<file path="src/rtl/store_pkg.sv">
// Shared encodings and helpers for the store alignment queue.
package store_pkg;

    localparam logic [1:0] SZ_BYTE = 2'd0;
    localparam logic [1:0] SZ_HALF = 2'd1;
    localparam logic [1:0] SZ_WORD = 2'd2;

    localparam logic [1:0] MD_NORM = 2'd0;
    localparam logic [1:0] MD_SWL  = 2'd1;
    localparam logic [1:0] MD_SWR  = 2'd2;

    function automatic int lanes(input int data_w);
        return data_w / 8;
    endfunction

endpackage

</file>
<file path="src/rtl/store_lane_align.sv">
// Combinational store alignment: shifts register data into its byte lanes,
// builds byte enables and flags illegal (misaligned / reserved) requests.
module store_lane_align
    import store_pkg::*;
#(
    parameter int DATA_W = 32,
    localparam int LANES = lanes(DATA_W),
    localparam int OFF_W = $clog2(LANES)
) (
    input  logic [OFF_W-1:0]  addr_lo,
    input  logic [31:0]       data,
    input  logic [1:0]        size,
    input  logic [1:0]        mode,
    output logic [DATA_W-1:0] lane_data,
    output logic [LANES-1:0]  lane_strb,
    output logic              illegal
);

    localparam int NW = DATA_W / 32;

    logic [1:0]  o;
    logic [31:0] d32;
    logic [31:0] dm;
    logic [3:0]  s4;
    logic        w_sel;

    assign o = addr_lo[1:0];

    always_comb begin
        d32     = '0;
        s4      = '0;
        illegal = 1'b0;
        case (mode)
            MD_NORM: begin
                case (size)
                    SZ_BYTE: begin
                        d32 = data << {o, 3'b000};
                        s4  = 4'b0001 << o;
                    end
                    SZ_HALF: begin
                        illegal = o[0];
                        d32     = data << {o, 3'b000};
                        s4      = 4'b0011 << o;
                    end
                    SZ_WORD: begin
                        illegal = (o != 2'd0);
                        d32     = data;
                        s4      = 4'b1111;
                    end
                    default: illegal = 1'b1;
                endcase
            end
            // SWL keeps the upper (o+1) bytes of rt, landing them in the low lanes
            MD_SWL: begin
                d32 = data >> {~o, 3'b000};
                s4  = 4'b1111 >> ~o;
            end
            MD_SWR: begin
                d32 = data << {o, 3'b000};
                s4  = 4'b1111 << o;
            end
            default: illegal = 1'b1;
        endcase
    end

    always_comb begin
        dm = '0;
        for (int i = 0; i < 4; i++) begin
            dm[8*i +: 8] = s4[i] ? d32[8*i +: 8] : 8'h00;
        end
    end

    if (NW > 1) begin : g_wide
        assign w_sel = addr_lo[OFF_W-1];
    end else begin : g_narrow
        assign w_sel = 1'b0;
    end

    for (genvar k = 0; k < NW; k++) begin : g_word
        assign lane_data[32*k +: 32] = (int'(w_sel) == k) ? dm : 32'h0;
        assign lane_strb[4*k +: 4]   = (int'(w_sel) == k) ? s4 : 4'h0;
    end

endmodule

</file>
<file path="src/rtl/store_align_queue.sv">
// Store queue: aligns incoming register stores to the memory bus and buffers
// them in a DEPTH-entry FIFO; illegal requests are dropped with an ades pulse.
module store_align_queue
    import store_pkg::*;
#(
    parameter int DATA_W = 32,
    parameter int DEPTH  = 4,
    parameter int ADDR_W = 32,
    localparam int LANES = lanes(DATA_W),
    localparam int PTR_W = $clog2(DEPTH),
    localparam int CNT_W = PTR_W + 1
) (
    input  logic              clk,
    input  logic              resetn,
    input  logic              req_valid,
    output logic              req_ready,
    input  logic [ADDR_W-1:0] req_addr,
    input  logic [31:0]       req_data,
    input  logic [1:0]        req_size,
    input  logic [1:0]        req_mode,
    input  logic              flush,
    output logic              out_valid,
    input  logic              out_ready,
    output logic [ADDR_W-1:0] out_addr,
    output logic [DATA_W-1:0] out_data,
    output logic [LANES-1:0]  out_strb,
    output logic              ades,
    output logic [CNT_W-1:0]  count
);

    localparam int OFF_W = $clog2(LANES);
    localparam logic [ADDR_W-1:0] ADDR_MASK = ~ADDR_W'(LANES - 1);

    logic [DATA_W-1:0] al_data;
    logic [LANES-1:0]  al_strb;
    logic              al_illegal;

    logic [ADDR_W-1:0] mem_addr [DEPTH];
    logic [DATA_W-1:0] mem_data [DEPTH];
    logic [LANES-1:0]  mem_strb [DEPTH];

    logic [PTR_W-1:0] wr_ptr;
    logic [PTR_W-1:0] rd_ptr;
    logic             accept;
    logic             push;
    logic             pop;

    store_lane_align #(.DATA_W(DATA_W)) u_align (
        .addr_lo   (req_addr[OFF_W-1:0]),
        .data      (req_data),
        .size      (req_size),
        .mode      (req_mode),
        .lane_data (al_data),
        .lane_strb (al_strb),
        .illegal   (al_illegal)
    );

    assign req_ready = (count != CNT_W'(DEPTH));
    assign out_valid = (count != '0);
    assign accept    = req_valid & req_ready;
    assign push      = accept & ~al_illegal;
    assign pop       = out_valid & out_ready;

    assign out_addr = mem_addr[rd_ptr];
    assign out_data = mem_data[rd_ptr];
    assign out_strb = mem_strb[rd_ptr];

    always_ff @(posedge clk or negedge resetn) begin
        if (!resetn) begin
            wr_ptr <= '0;
            rd_ptr <= '0;
            count  <= '0;
            ades   <= 1'b0;
        end else begin
            // ades reports a consumed illegal request even when flush wins
            ades <= accept & al_illegal;
            if (flush) begin
                wr_ptr <= '0;
                rd_ptr <= '0;
                count  <= '0;
            end else begin
                if (push) wr_ptr <= wr_ptr + 1'b1;
                if (pop)  rd_ptr <= rd_ptr + 1'b1;
                count <= count + CNT_W'(push) - CNT_W'(pop);
            end
        end
    end

    always_ff @(posedge clk) begin
        if (push) begin
            mem_addr[wr_ptr] <= req_addr & ADDR_MASK;
            mem_data[wr_ptr] <= al_data;
            mem_strb[wr_ptr] <= al_strb;
        end
    end

endmodule

</file>
<file path="config.mk">
export PLATFORM = sky130hd
export DESIGN_NAME = store_align_queue
export DESIGN_NICKNAME = d
export VERILOG_FILES = /design/src/rtl/store_pkg.sv /design/src/rtl/store_lane_align.sv /design/src/rtl/store_align_queue.sv
export SDC_FILE = /design/constraint.sdc
export NUM_CORES = 1
export LEC_CHECK = 0
export CAP_MARGIN = 20
export CORE_MARGIN = 3
export CORE_UTILIZATION = 44
export CTS_BUF_LIST = sky130_fd_sc_hd__clkbuf_4
export CTS_CLUSTER_DIAMETER = 30
export DETAILED_ROUTE_END_ITERATION = 12
export PLACE_DENSITY = 0.66
export SYNTH_ARGS = -nofsm -noshare
export SYNTH_HDL_FRONTEND = slang
export SYNTH_SLANG_ARGS = --single-unit
</file>
<file path="constraint.sdc">
create_clock -name clk -period 6.18 [get_ports clk]
set_input_delay 1.236 -clock clk [delete_from_list [all_inputs] [get_ports clk]]
set_output_delay 1.236 -clock clk [all_outputs]
set_load 0.005 [all_outputs]
</file>
==> metrics, run 1 <==
Setup crit start kind register; worst reg2reg path endpoint mem_data[2][17]; Num CTS Buffers 69; die area 0.0278 mm2; setup TNS 0 ps; vias post-DR 6343; synthesized area 0.0114 mm2; Setup crit end kind primary output; port buffer count 144; Slew HR 31.5%; total power 4.80 mW; most frequent cells in the layout edfxtp_1, clkdlybuf4s50_1, clkbuf_4; Core ar. 0.0253 mm2; Hold Startpoint wr_ptr[1]; initial core utilization 44.9%; # clock sinks 272; Yosys cell types 47; MaxCap Viol Count 0; Seq/Total Area, Yosys 71.4%; Clock transition at path regs 60 ps; num ports 147; minimum clock period 4270 ps; worst vdd ir 0.174 mV; Post-Syn Area per Cell 19.7 um2; num rows 58; Worst Reg-to-Reg Cells 4; Worst Hold End wr_ptr[1]; cts repair resizes 0; f_max 0.234 GHz; post-DR vias/cell 5.59; DR iter-0 viols 624; pwr dens 344 mW/mm2; DRT antenna net count 0; hold_buf cts 0; H-tree depth 3; kind of critical path reg -> out; setup bufs post-CTS 0; Hold Path Depth 2; Hold Crit Class reg -> reg; Worst EP arrival 3040 ps; vias in the first global route 6653; Final setup violation count 0; Most used DFF post-synth edfxtp_1; unrepaired setup endpoints after global routing no; synth warn 0; EDFF count, synth 264; fin area 0.0139 mm2; CP required 4940 ps; most common cell after layout, fill and taps aside edfxtp_1; outcome finished clean; r2r startpoint count[1]; clk_lat worst skew 640 ps; final non-filler cell total 1134; Clock Tree Root clkbuf_4; die width 167 um; Hold Violations, Final 0; first-pass GRT wire length 37600 um; LEAKAGE 4.59 nW; largest net degree at the start of global routing 67; Synth Instances 578; Core Util, Final 55.0%; initial antenna violation count 0; layout cell share with drive strength beyond 1 25.7%; number of diodes 0; GP Congestion 0.884; residual DRC count 0; DR pass1 iterations 6; flop2flop setup slack 3840 ps; Async SR Flop Fraction 2.94%; Post-Place Cell Area 0.0131 mm2; cell count after placement 1017; Period Utilization, post-route 69.1%; P&R area growth vs syn 22.4%; TritonCTS clock tree done; GRT Total Usage 17.3%; die height 167 um; gr ovfl total 0; # nets final 844; clk buf depth 3; worst clock skew 32.4 ps; WL final 23900 um; DPL Wire Length 14800 um; average wire per standard cell 21.1 um; Tightest Pin Transition 1030 ps; number of synthesized register bits 272; # fillers 1988; final slew viol count 0; Crit Path Max Fanout 38
[registers in the layout, summed over array words and instances, names as in the netlist]
signal	flops
ades	1
count	3
mem_data	128
rd_ptr	2
mem_strb	16
mem_addr	120
wr_ptr	2
[area by class of cell]
class                   instances  area [um2]  share of cell area, %
flip-flops and latches        272        8130                   58.4
multi-input cells             257        3010                   21.6
repair buffers                149        1510                   10.8
clock buffers                  97         728                   5.23
well taps                     330         413                   2.96
clock inverters                18        93.8                  0.674
inverters                      11        41.3                  0.296
[power breakdown]
group          total (mW)  switching, mW  internal (mW)  leakage (nW)
Sequential           2.21         0.0649           2.14          2.53
Clock                1.41          0.648          0.760         0.495
Combinational        1.18          0.474          0.707          1.56
Total                4.80           1.19           3.61          4.59
[metal layers]
| metal | vias to the layer above | GRT usage (%) | share of wire (%) |
|---|---|---|---|
| li1 | 2799 | - | - |
| met1 | 3231 | 24.2 | 44 |
| met2 | 282 | 27.0 | 48 |
| met3 | 31 | 4.37 | 7.3 |
| met4 | 0 | 5.81 | 1.7 |
| met5 | - | 0 | 0 |
[cell families after synthesis]
| family | count (synthesis) | share of synthesized area, % |
|---|---|---|
| buf+inv | 50 | 2.22 |
| fa+ha+maj | 11 | 1.28 |
| simple gates | 67 | 2.69 |
| compound gates | 73 | 5.06 |
| xor+xnor | 4 | 0.308 |
| mux | 100 | 17.0 |
| other cells | 1 | 0.0329 |
| flops | 272 | 71.4 |
[critical path: stages (launching register included)]
cell	delay, ps
dfrtp_4	650
buf_16	320
buf_4	360
mux4_2	560
clkdlybuf4s50_1	470
[stage by stage]
step	setup WS, ps	hold WS, ps
floorplan	2000	555
global placement	1990	570
detailed placement	1900	620
CTS	1450	631
global route	1650	658
finish	1910	621
[cell usage after synthesis (4+ instances only)]
| master | n | share of area [%] |
|---|---|---|
| edfxtp_1 | 264 | 70 |
| mux4_2 | 73 | 14 |
| nor2_1 | 35 | 1.2 |
| a222oi_1 | 16 | 1.4 |
| buf_2 | 16 | 0.70 |
| mux2_2 | 15 | 1.5 |
| nand2_1 | 13 | 0.43 |
| inv_1 | 11 | 0.36 |
| mux2i_1 | 11 | 0.97 |
| ha_1 | 10 | 1.1 |
| a21oi_1 | 9 | 0.40 |
| o21ai_0 | 9 | 0.40 |
| a22o_1 | 8 | 0.62 |
| a22oi_1 | 8 | 0.53 |
| buf_1 | 8 | 0.26 |
| dfrtp_1 | 8 | 1.8 |
| o2bb2ai_1 | 8 | 0.62 |
| clkbuf_1 | 7 | 0.23 |
| buf_4 | 5 | 0.33 |
| and2_1 | 4 | 0.22 |
| nand2b_1 | 4 | 0.22 |
| nor2b_1 | 4 | 0.22 |
[how the worst max path moves through the flow]
stage / startpoint / endpoint / slack, ps / cells after the start
3_3_place_gp: req_addr[1] / mem_addr[2][25] / 1990 / 6
2_1_floorplan: req_addr[0] / mem_addr[0][0] / 2000 / 6
6_report: rd_ptr[0] / out_addr[11] / 1910 / 4
3_5_place_dp: req_addr[1] / mem_addr[2][23] / 1900 / 6
4_1_cts: rd_ptr[0] / out_addr[11] / 1450 / 3
5_1_grt: rd_ptr[0] / out_addr[22] / 1650 / 4
Power figures use the tool's default switching activity.
==> run 2, diff against run 1 <==
- clock period: 6.18 -> 4.3 ns (I/O delays scaled with it)
==> run 2 against run 1 <==
Compared with the run above:
- combinational power increased by 42%
- die area unchanged
- sequential share of layout area decreased by 0.95 points
- largest power group unchanged
- first-iteration DRC count decreased by 20%
- global-route usage increased by 0.65 points
- sequential power increased by 45%
- worst setup slack got worse by 1400 ps
- critical path type unchanged
- cell area increased by 1.7%
==> metrics, run 2 (synthesis gave the netlist of run 1 again) <==
vias post-DR 6397; most common cell after layout, fill and taps aside edfxtp_1; post-DR vias/cell 5.57; final non-filler cell total 1149; largest net degree at the start of global routing 43; initial core utilization 44.9%; most frequent cells in the layout edfxtp_1, clkdlybuf4s50_1, clkbuf_4; setup ws final 485 ps; Worst EP arrival 2950 ps; Core Util, Final 55.9%; GRT Total Usage 18.0%; setup bufs post-CTS 0; Top reg by flops mem_data; Clock Tree Root clkbuf_4; DR pass1 iterations 5; area of the multi-input gates 0.00301 mm2; die width 167 um; Hold Violations, Final 0; Int Pwr 5.38 mW; Tightest Pin Transition 907 ps; port buffer count 144; outcome finished clean; worst clock skew 33.2 ps; H-tree depth 3; layout cell share with drive strength beyond 1 27.1%; register area 0.00813 mm2; Core ar. 0.0253 mm2; Logic pwr share 23.5%; # fillers 1974; LEAKAGE 4.70 nW; # nets final 856; TritonCTS clock tree done; Hold Crit Class in -> async; Post-Place Cell Area 0.0132 mm2; first-pass GRT wire length 39000 um; clk buf depth 3; die area 0.0278 mm2; pwr dens 504 mW/mm2; residual DRC count 0; cts repair resizes 0; unrepaired setup endpoints after global routing no; Setup crit start kind register; NetSw 1.76 mW; WL final 24900 um; Slew HR 39.5%; DRT antenna net count 0; clk_lat worst skew 640 ps; gr ovfl total 0; setup TNS 0 ps; clock network power share 31.6%; average wire per standard cell 21.7 um; kind of critical path reg -> out; final slew viol count 0; P&R area growth vs syn 24.4%; Switching Share 24.7%; Largest regs mem_data x128, mem_addr x120, mem_strb x16; # clock sinks 272; Crit. Startpoint rd_ptr[0]; Clock transition at path regs 60 ps; f_max 0.262 GHz; Final setup violation count 0; DPL Wire Length 16200 um; CP required 3440 ps; sequential share of power 44.9%; MaxCap Viol Count 0; max FFs per register 128; cell count after placement 1030; hold_buf cts 0; fin area 0.0142 mm2; worst vdd ir 0.424 mV; die height 167 um; Setup crit end kind primary output; GP Congestion 0.850; Num CTS Buffers 70; vias in the first global route 6801; num ports 147; r2r startpoint count[1]; DR iter-0 viols 497; initial antenna violation count 1; num rows 58; minimum clock period 3810 ps; Period Utilization, post-route 88.7%; Crit Path Max Fanout 29; pre-CTS WS 449 ps
run 2: final cells by class:
cell class | instances | share of cell area (%)
clock buffer | 96 | 5.09
antenna | 1 | 0.0177
clock inverter | 22 | 1.45
timing repair buffer | 160 | 11.5
sequential | 272 | 57.4
tap | 330 | 2.92
multi-input combinational | 257 | 21.3
inverter | 11 | 0.292
run 2: final timing paths:
kind                       slack (ps)  cells past startpoint      endpoint
max                               490                      3  out_data[18]
min                               500                      1     rd_ptr[0]
max reg2reg                      2020                     11      count[2]
min reg2reg                       610                      2     wr_ptr[1]
max in group asynchronous        3490                      1     rd_ptr[0]
min in group clk                  610                      2     wr_ptr[1]
run 2: per-layer routing:
metal  GRT usage, %  share of wire [%]  up-vias
met5              0                  0        -
met4           5.42                1.1        0
met3           4.44                6.2       26
met2           28.6                 49      262
met1           25.0                 43     3282
li1               -                  -     2827
run 2: power by group through the flow:
stage | Sequential, mW | Combinational, mW | Clock, mW
2_1_floorplan | 3.17 | 0.915 | 0
3_3_place_gp | 3.26 | 1.70 | 0
3_5_place_dp | 3.27 | 1.71 | 0
4_1_cts | 3.21 | 1.72 | 2.34
5_1_grt | 3.23 | 1.81 | 2.49
6_report | 3.21 | 1.68 | 2.25
run 2: critical path, stage by stage, from the launching register on:
cell,delay (ps)
dfrtp_4,830
buf_4,400
mux4_2,580
clkdlybuf4s50_1,470
run 2: through the flow:
stage | total power, mW | hold slack [ps]
2_1_floorplan | 4.09 | 555
3_3_place_gp | 4.96 | 570
3_5_place_dp | 4.98 | 589
4_1_cts | 7.27 | 461
5_1_grt | 7.53 | 488
6_report | 7.14 | 504
